### src/rtl/cdb_broadcaster.sv
`default_nettype none
// ============================================================================
// Module      : cdb_broadcaster
// Description : Common-data-bus producer. Accepts completed results from
//               NUM_FU functional units through valid/ready handshakes. Each
//               unit has a one-entry buffer. A rotating-priority arbiter picks
//               one buffered result per cycle and drives a registered
//               broadcast of ROB tag, value and source FU index.
//               Optional build macro CDB_BYPASS_EN: when every buffer is
//               empty, incoming results are arbitrated directly and the
//               winner reaches the CDB one edge earlier.
// Revision    : 1.0 - initial release
// ============================================================================
module cdb_broadcaster #(
    parameter int NUM_FU    = 4,
    parameter int ROB_IDX_W = 5,
    parameter int XLEN      = 32
) (
    input  logic                        clock,
    input  logic                        reset,
    input  logic                        squash,
    input  logic [NUM_FU-1:0]           fu_valid,
    input  logic [NUM_FU*ROB_IDX_W-1:0] fu_tag,
    input  logic [NUM_FU*XLEN-1:0]      fu_value,
    output logic [NUM_FU-1:0]           fu_ready,
    output logic                        cdb_valid,
    output logic [ROB_IDX_W-1:0]        cdb_tag,
    output logic [XLEN-1:0]             cdb_value,
    output logic [$clog2(NUM_FU)-1:0]   cdb_fu_id
);

    localparam int c_PTR_W = $clog2(NUM_FU);

    // ------------------------------------------------------------------
    // Helper functions
    // ------------------------------------------------------------------

    // Index following idx, wrapping from NUM_FU-1 back to 0.
    function automatic logic [c_PTR_W-1:0] f_next(input logic [c_PTR_W-1:0] idx);
        logic [c_PTR_W-1:0] nxt;
        if (idx == c_PTR_W'(NUM_FU - 1)) begin
            nxt = '0;
        end else begin
            nxt = idx + c_PTR_W'(1);
        end
        return nxt;
    endfunction

    // First set request scanning upward from start with wrap; one-hot or 0.
    function automatic logic [NUM_FU-1:0] f_rr_pick(
        input logic [NUM_FU-1:0]  req,
        input logic [c_PTR_W-1:0] start
    );
        logic [NUM_FU-1:0]  gnt;
        logic               found;
        logic [c_PTR_W-1:0] idx;
        gnt   = '0;
        found = 1'b0;
        idx   = start;
        for (int k = 0; k < NUM_FU; k++) begin
            if (!found && req[idx]) begin
                gnt[idx] = 1'b1;
                found    = 1'b1;
            end
            idx = f_next(idx);
        end
        return gnt;
    endfunction

    // One-hot to binary index.
    function automatic logic [c_PTR_W-1:0] f_encode(input logic [NUM_FU-1:0] gnt);
        logic [c_PTR_W-1:0] idx;
        idx = '0;
        for (int i = 0; i < NUM_FU; i++) begin
            if (gnt[i]) begin
                idx = idx | c_PTR_W'(i);
            end
        end
        return idx;
    endfunction

    // ------------------------------------------------------------------
    // State
    // ------------------------------------------------------------------
    logic [NUM_FU-1:0]    r_buf_valid;
    logic [ROB_IDX_W-1:0] r_buf_tag   [NUM_FU];
    logic [XLEN-1:0]      r_buf_value [NUM_FU];
    logic [c_PTR_W-1:0]   r_ptr;

    logic                 r_cdb_valid;
    logic [ROB_IDX_W-1:0] r_cdb_tag;
    logic [XLEN-1:0]      r_cdb_value;
    logic [c_PTR_W-1:0]   r_cdb_fu_id;

    // ------------------------------------------------------------------
    // Combinational
    // ------------------------------------------------------------------
    logic [ROB_IDX_W-1:0] w_fu_tag   [NUM_FU];
    logic [XLEN-1:0]      w_fu_value [NUM_FU];
    logic [NUM_FU-1:0]    w_buf_grant;
    logic [NUM_FU-1:0]    w_fu_ready;
    logic [NUM_FU-1:0]    w_xfer;
    logic [NUM_FU-1:0]    w_buf_write;
    logic [NUM_FU-1:0]    w_win_grant;
    logic                 w_win_any;
    logic [c_PTR_W-1:0]   w_win_idx;
    logic [ROB_IDX_W-1:0] w_win_tag;
    logic [XLEN-1:0]      w_win_value;

    // Split the flat per-FU input buses into indexable arrays.
    generate
        for (genvar i = 0; i < NUM_FU; i++) begin : g_unpack
            assign w_fu_tag[i]   = fu_tag[i*ROB_IDX_W +: ROB_IDX_W];
            assign w_fu_value[i] = fu_value[i*XLEN +: XLEN];
        end
    endgenerate

    // Buffer arbitration; a grant in a squash cycle is thrown away.
    always_comb begin
        w_buf_grant = '0;
        if (!squash) begin
            w_buf_grant = f_rr_pick(r_buf_valid, r_ptr);
        end
    end

    // A buffer accepts when empty or when it is being drained this edge.
    assign w_fu_ready = {NUM_FU{!squash}} & (~r_buf_valid | w_buf_grant);
    assign w_xfer     = fu_valid & w_fu_ready;

`ifdef CDB_BYPASS_EN
    logic [NUM_FU-1:0] w_byp_grant;
    logic              w_byp_sel;

    // With every buffer empty the live inputs compete directly; the winner
    // skips its buffer and the losers are parked in theirs.
    always_comb begin
        w_byp_grant = '0;
        if (!squash && (r_buf_valid == '0)) begin
            w_byp_grant = f_rr_pick(fu_valid, r_ptr);
        end
    end

    assign w_byp_sel   = |w_byp_grant;
    assign w_win_grant = w_buf_grant | w_byp_grant;
    assign w_buf_write = w_xfer & ~w_byp_grant;
    assign w_win_idx   = f_encode(w_win_grant);
    assign w_win_tag   = w_byp_sel ? w_fu_tag[w_win_idx]   : r_buf_tag[w_win_idx];
    assign w_win_value = w_byp_sel ? w_fu_value[w_win_idx] : r_buf_value[w_win_idx];
`else
    assign w_win_grant = w_buf_grant;
    assign w_buf_write = w_xfer;
    assign w_win_idx   = f_encode(w_win_grant);
    assign w_win_tag   = r_buf_tag[w_win_idx];
    assign w_win_value = r_buf_value[w_win_idx];
`endif

    assign w_win_any = |w_win_grant;

    // ------------------------------------------------------------------
    // Sequential
    // ------------------------------------------------------------------

    // Per-FU buffers: squash empties all; a refill wins over a drain.
    always_ff @(posedge clock or negedge reset) begin
        if (!reset) begin
            r_buf_valid <= '0;
            for (int i = 0; i < NUM_FU; i++) begin
                r_buf_tag[i]   <= '0;
                r_buf_value[i] <= '0;
            end
        end else if (squash) begin
            r_buf_valid <= '0;
        end else begin
            for (int i = 0; i < NUM_FU; i++) begin
                if (w_buf_write[i]) begin
                    r_buf_valid[i] <= 1'b1;
                    r_buf_tag[i]   <= w_fu_tag[i];
                    r_buf_value[i] <= w_fu_value[i];
                end else if (w_buf_grant[i]) begin
                    r_buf_valid[i] <= 1'b0;
                end
            end
        end
    end

    // Priority pointer moves past the most recent winner; holds otherwise.
    always_ff @(posedge clock or negedge reset) begin
        if (!reset) begin
            r_ptr <= '0;
        end else if (w_win_any) begin
            r_ptr <= f_next(w_win_idx);
        end
    end

    // Registered broadcast; payload holds when nothing is granted.
    always_ff @(posedge clock or negedge reset) begin
        if (!reset) begin
            r_cdb_valid <= 1'b0;
            r_cdb_tag   <= '0;
            r_cdb_value <= '0;
            r_cdb_fu_id <= '0;
        end else if (w_win_any) begin
            r_cdb_valid <= 1'b1;
            r_cdb_tag   <= w_win_tag;
            r_cdb_value <= w_win_value;
            r_cdb_fu_id <= w_win_idx;
        end else begin
            r_cdb_valid <= 1'b0;
        end
    end

    assign fu_ready  = w_fu_ready;
    assign cdb_valid = r_cdb_valid;
    assign cdb_tag   = r_cdb_tag;
    assign cdb_value = r_cdb_value;
    assign cdb_fu_id = r_cdb_fu_id;

endmodule

`default_nettype wire

### config.mk
export PLATFORM = sky130hd
export DESIGN_NAME = cdb_broadcaster
export DESIGN_NICKNAME = d
export VERILOG_FILES = /design/src/rtl/cdb_broadcaster.sv
export SDC_FILE = /design/constraint.sdc
export NUM_CORES = 1
export LEC_CHECK = 0
export CAP_MARGIN = 20
export CELL_PAD_IN_SITES_DETAIL_PLACEMENT = 1
export CELL_PAD_IN_SITES_GLOBAL_PLACEMENT = 2
export CORE_MARGIN = 1.5
export CORE_UTILIZATION = 35
export DETAILED_ROUTE_END_ITERATION = 8
export PLACE_DENSITY = 0.86
export SLEW_MARGIN = 20
export SYNTH_ARGS = -nofsm -noshare
export SYNTH_HDL_FRONTEND = slang
export SYNTH_SLANG_ARGS = --single-unit
### constraint.sdc
create_clock -name clock -period 4.1 [get_ports clock]
set_clock_uncertainty 0.2 [all_clocks]
set_input_delay 0.82 -clock clock [delete_from_list [all_inputs] [get_ports clock]]
set_output_delay 0.82 -clock clock [all_outputs]
set_load 0.01 [all_outputs]
* After elaboration in Yosys (flattened, before gate mapping)
Cells that the tools add are included.
Storage, ports and cells: flip-flop bits (word level) 194, bits of input ports 155, output and inout bits 44, word-level logic and storage cells 119
Cells by class: add/sub/neg operators 4, order comparisons 9, equal/unequal tests 4, muxes and demuxes 56, bitwise logic cells 9, reduce and logical (&&, ||, !) cells 20
Operators by type and width (number):
- $bmux 32 s2 | 1
- $mux 32 | 2
- $mux 4 | 9
- $mux 1 | 24
- $mux 2 | 9
- $or 4x4->4 | 4
- $lt 2x3->1 const B | 4
- $reduce_bool 3->1 | 4
- $bmux 5 s2 | 1
- $mux 5 | 2
- $add 2x1->2 const B | 4
- $and 4x4->4 | 2
- $bmux 1 s2 | 4
- $demux 1 s2 | 4
- $eq 2x2->1 const B | 4
- $ge 2x1->1 const B | 4
- $reduce_and 2->1 | 4
- $logic_and 1x1->1 | 7
- $logic_not 1->1 | 4
- $not 4->4 | 1
- $reduce_or 4->1 | 1
- $ge 3x3->1 const B | 1
- $not 2->3 | 1
- $not 1->1 | 1

* Depth between registers and ports, before layout
Gate-level depths: netlist (run 1).
word-level depth 23, gate-level depth with buffers 15, mapped depth without buffers 10

* Least setup slack after synthesis (run 1)
No wires, ideal clock.
path type register to register, start register r_ptr[1], end register r_buf_tag[15] in the netlist's numbering, setup time 0.128 ns, data arrival time 3.492 ns, data required time 3.772 ns, path slack 0.280 ns, stages on the path, launching flop included 13, buffers on the path 4, period minus slack after synthesis 3.820 ns, cells stage by stage dfrtp_1 > clkbuf_1 > inv_1 > ha_1 > clkbuf_1 > mux4_2 > o311ai_1 > a31oi_2 > a21oi_1 > and2_1 > buf_2 > buf_4 > mux2_1
Between the ends: cells in the longest elaborated chain, start to end 20, elaborated cells between the ends (all ways) 67, those cells by class add/sub (3); order compare (8); eq/ne (3); mux (36); bitwise (6); reduce/logical (11)
RTL lines:
- start, declared | line 88 | logic [c_PTR_W-1:0] r_ptr;
- start signal, assigned | line 191 | r_ptr <= f_next(w_win_idx);
- $add 2x1->2, or another cell as far along | line 44 | nxt = idx + c_PTR_W'(1);
- $mux 2 or $mux 1 (tied branches) | line 41, 61
- $mux 2 or $mux 1 (tied branches) | line 121, 61
- $add 2x1->2, or another cell as far along | line 44
- $mux 2, or another cell as far along | line 41 | if (idx == c_PTR_W'(NUM_FU - 1)) begin
- $mux 2, or another cell as far along | line 121 | if (!squash) begin
- $add 2x1->2, or another cell as far along | line 44
- $mux 2, or another cell as far along | line 41
- [5 not listed]
- $or 4x4->4 (no line) or $logic_and 1x1->1 (tied branches)
- $mux 4 (*) | line 61 | if (!found && req[idx]) begin
- $mux 4 (*) | line 121
- $or 4x4->4 (*) | line 127 | assign w_fu_ready = {NUM_FU{!squash}} & (~r_buf_valid | w_buf_grant);
- $and 4x4->4 (*) | line 127
- net fu_ready[0] | line 25 | output logic [NUM_FU-1:0] fu_ready,
- $and 4x4->4 (*) | line 128 | assign w_xfer = fu_valid & w_fu_ready;
- $reduce_and 2->1 (no line) (*)
- end signal, assigned by index | line 177 | r_buf_tag[i] <= w_fu_tag[i];
- end, declared | line 86 | logic [ROB_IDX_W-1:0] r_buf_tag [NUM_FU];
The timed path passes the listed nets; every way through them passes the cells marked *. The select of a mux whose other input is x is not followed. A chain may end at the register's enable or synchronous reset.

* Worst setup path after layout (run 1)
start register r_ptr[0], end output port fu_ready[0]
Between the ends: cells in the longest elaborated chain, start to end 18, elaborated cells between the ends (all ways) 65, those cells by class add/sub (3); order compare (8); eq/ne (3); mux (36); bitwise (5); reduce/logical (10)
RTL lines:
- $add 2x1->2, or another cell as far along | line 44
- $mux 2 or $mux 1 (tied branches) | line 41, 61
- $mux 2 or $mux 1 (tied branches) | line 121, 61
- $add 2x1->2, or another cell as far along | line 44
- $mux 2, or another cell as far along | line 41
- $mux 2, or another cell as far along | line 121
- $add 2x1->2, or another cell as far along | line 44
- $mux 2, or another cell as far along | line 41
- [2 not listed]
- $logic_and 1x1->1 (not written as such), or another cell as far along | line 62 | gnt[idx] = 1'b1;
- $mux 1 (not written as such), or another cell as far along | line 62
- $demux 1 s2, or another cell as far along | line 62
- $or 4x4->4 (no line) or $logic_and 1x1->1 (tied branches)
- $mux 4 (*) | line 61
- $mux 4 (*) | line 121
- $or 4x4->4 (*) | line 127
- $and 4x4->4 (*) | line 127
- end, declared | line 25
Every way passes the cells marked *; elsewhere a longest branch is shown, timed or not. The select of a mux whose other input is x is not followed.

==> results of run 1 <==
## power breakdown
part           leakage [nW]  switching [W]  internal (W)  total, W
clock                 0.302       0.000779      0.000993   0.00177
combinational          2.89        0.00245       0.00233   0.00478
sequential             2.26       0.000461       0.00274   0.00320
total                  5.45        0.00369       0.00606   0.00975
## cell usage in the layout (no fill, tap or decap), types with 21 or more instances in the layout
| master | n |
|---|---|
| buf_4 | 21 |
| mux2_2 | 41 |
| a211oi_1 | 74 |
| dfrtp_1 | 194 |
| mux2_1 | 48 |
| nor2_1 | 45 |
| o211a_1 | 37 |
| clkdlybuf4s50_1 | 194 |
| mux2i_1 | 40 |
| mux2_4 | 61 |
## cells by family (layout without fill, tap and decap cells)
group	Yosys count	after routing	synth area share, %
AO/OA/AOI/OAI	139	139	12.48
buffers and inverters	58	263	4.751
other	0	2	0
multiplexers	193	193	25.57
AND/OR/NAND/NOR	81	81	4.078
XOR/XNOR	1	1	0.09423
flip-flops	194	194	52.22
adder cells (fa/ha/maj)	6	6	0.8075
## stage by stage
step	hold WS, ns	area (um2)	total power, W
after global placement	0.2662	11570	0.007773
after detailed placement	0.2740	11570	0.007933
after global routing	0.2890	12280	0.01036
after floorplan	0.2574	9296	0.006320
final	0.2361	12280	0.009750
after CTS	0.2769	12200	0.009755
## timing repair
action / CTS / global route
gates resized for setup: 3 / 10
pin swaps: 0 / 1
buffers inserted: 0 / 1
setup endpoints to repair: 4 / 4
gates cloned: 0 / 0
hold buffers: 0 / 0
## flip-flops by register name, indices dropped and copies added (netlist names)
| signal | flops |
|---|---|
| r_buf_valid | 4 |
| cdb_valid | 1 |
| r_ptr | 2 |
| cdb_tag | 5 |
| r_buf_tag | 20 |
| r_buf_value | 128 |
| cdb_value | 32 |
| cdb_fu_id | 2 |
## path summary, 6_finish.rpt
check	startpoint	endpoint	cells past startpoint
max	r_ptr[0]	fu_ready[0]	8
min	reset	cdb_value[28]	1
max reg2reg	r_ptr[0]	cdb_value[24]	12
min reg2reg	r_buf_value[112]	r_buf_value[112]	1
max in group asynchronous	reset	r_buf_value[43]	2
min in group clock	r_buf_value[112]	r_buf_value[112]	1
## synthesized netlist by cell type (2+ instances only)
cell | instances | share of area, %
buf_6 | 6 | 0.73
and3_1 | 2 | 0.13
mux2i_1 | 40 | 4.3
nor2_1 | 45 | 1.8
ha_1 | 6 | 0.81
mux2_4 | 61 | 9.9
nor3_1 | 5 | 0.27
nand3b_1 | 2 | 0.16
a211oi_1 | 74 | 6.0
a21oi_1 | 7 | 0.38
nand2_2 | 2 | 0.13
buf_4 | 8 | 0.65
a21o_1 | 2 | 0.16
o211a_1 | 37 | 4.0
nand2_1 | 10 | 0.40
buf_12 | 8 | 1.7
mux2_2 | 41 | 5.0
mux2_1 | 48 | 5.8
dfrtp_1 | 194 | 52
and2_4 | 2 | 0.19
a21oi_2 | 2 | 0.19
inv_1 | 5 | 0.20
clkbuf_1 | 15 | 0.61
o21ai_0 | 2 | 0.11
buf_2 | 15 | 0.81
a31oi_1 | 2 | 0.13
nand3_1 | 4 | 0.22
and2_1 | 2 | 0.13
## metal layers
layer	part of all wire [%]	GRT usage, %	up-vias
met1	43	23.57	3178
met3	3.6	3.765	32
met4	2.2	6.345	0
li1	-	-	2854
met5	0	0	-
met2	51	33.42	123
## worst max-delay path, stage by stage (launching register included)
cell	delay (ns)
dfrtp_1	0.37
inv_1	0.11
ha_4	0.33
mux4_2	0.56
nand3b_1	0.12
o311ai_2	0.11
a31oi_2	0.39
a21oi_2	0.12
clkdlybuf4s50_1	0.49
## layout make-up
type,count,area [um2]
antenna,2,5.005
sequential,194,4855
multi-input combinational,420,4076
inverter,5,18.77
timing repair buffer,226,2290
fill,2649,13780
clock inverter,13,173.9
tap,335,419.2
clock buffer,19,442.9
==> results.json, run 1 <==
{
  "synth_area_um2": 9296,
  "ios": 199,
  "rsz0062_at_grt": "yes",
  "synth_seq_cells": 194,
  "finalSetupViolCount": 0,
  "clockBufferDepth": 2,
  "synth_nets": 833,
  "cp-start-kind": "register",
  "die_h_um": 166.0,
  "finalHoldViolCount": 0,
  "synth_edf_count": 0,
  "critPathArrivalTime_ns": 3.02,
  "cts_tree": "built",
  "slew-limit-headroom_pct": 49.30,
  "grt_pass1_wl_mm": 40.61,
  "worst_pin_slew_ns": 0.7606,
  "drc": 0,
  "die_w_um": 166.0,
  "areaGrowthSynthToFinish_pct": 32.10,
  "synth_cell_types": 53,
  "place.gp.congestion": 0.7749,
  "finalWirelength_mm": 25.91,
  "postSynthAreaPerCell_um2": 13.83,
  "grt_pass1_vias": 6920,
  "syn_inst": 672,
  "overflow": 0,
  "required_ns": 3.08,
  "post-route-util_pct": 47.13,
  "drt.antenna.violating_nets": 0,
  "clock-sinks": 194,
  "period_share_pct": 98.59,
  "numCtsBuffers": 17,
  "routed_via_density": 5.096,
  "dpl.hpwl_mm": 18.14,
  "row_count": 59,
  "clockRootBuffer": "clkbuf_16",
  "hold_path.class": "primary input to asynchronous set/reset pin",
  "r2r_slack_ns": 0.58,
  "nNetsFinal": 1025,
  "worstSetupEndpointType": "primary output",
  "gr-usage-all-layers_pct": 19.11,
  "dp_cells": 1178,
  "dieArea_um2": 27550,
  "path_clk_slew_ns": 0.08,
  "outcome": "completed",
  "yosysWarningCount": 0,
  "start_util_pct": 35.67,
  "wl_per_cell_um": 21.34,
  "portBuffers": 198,
  "drtIter0Drc": 210,
  "synth_ff_type": "dfrtp_1",
  "crit_type": "register to primary output",
  "clk_latency_ns": 0.43,
  "finalNonFillerCells": 1214,
  "fmax_mhz": 247.4,
  "core_region_area_um2": 26060,
  "seq_area_frac_synth_pct": 52.22,
  "finalCriticalPeriod_ns": 4.042,
  "htreeDepth": 4,
  "p_leak_nw": 5.452,
  "worstPathMaxFanout": 7,
  "grt_max_degree": 92,
  "vias": 6187,
  "dp_slack_ns": 0.2925,
  "fin_setup_tns_ns": 0,
  "peakVddDrop_mv": 0.3368,
  "cap_violations": 0,
  "ys_async_sr_fraction_pct": 100.0,
  "drv_slew": 0,
  "worst_slack_ns": 0.05796,
  "drive_gt1_share_pct": 21.89,
  "antenna_found_initial": 3,
  "powerDensity_nw_per_um2": 793.9,
  "first_pass_iters": 4
}
Note: power is estimated with default switching activity, not from simulation.
==> inputs of run 2 (changes only) <==
- HOLD_SLACK_MARGIN: unset -> 0.1
==> results of run 2 <==
Final layout, timing and power as in run 1 (identical DEF).
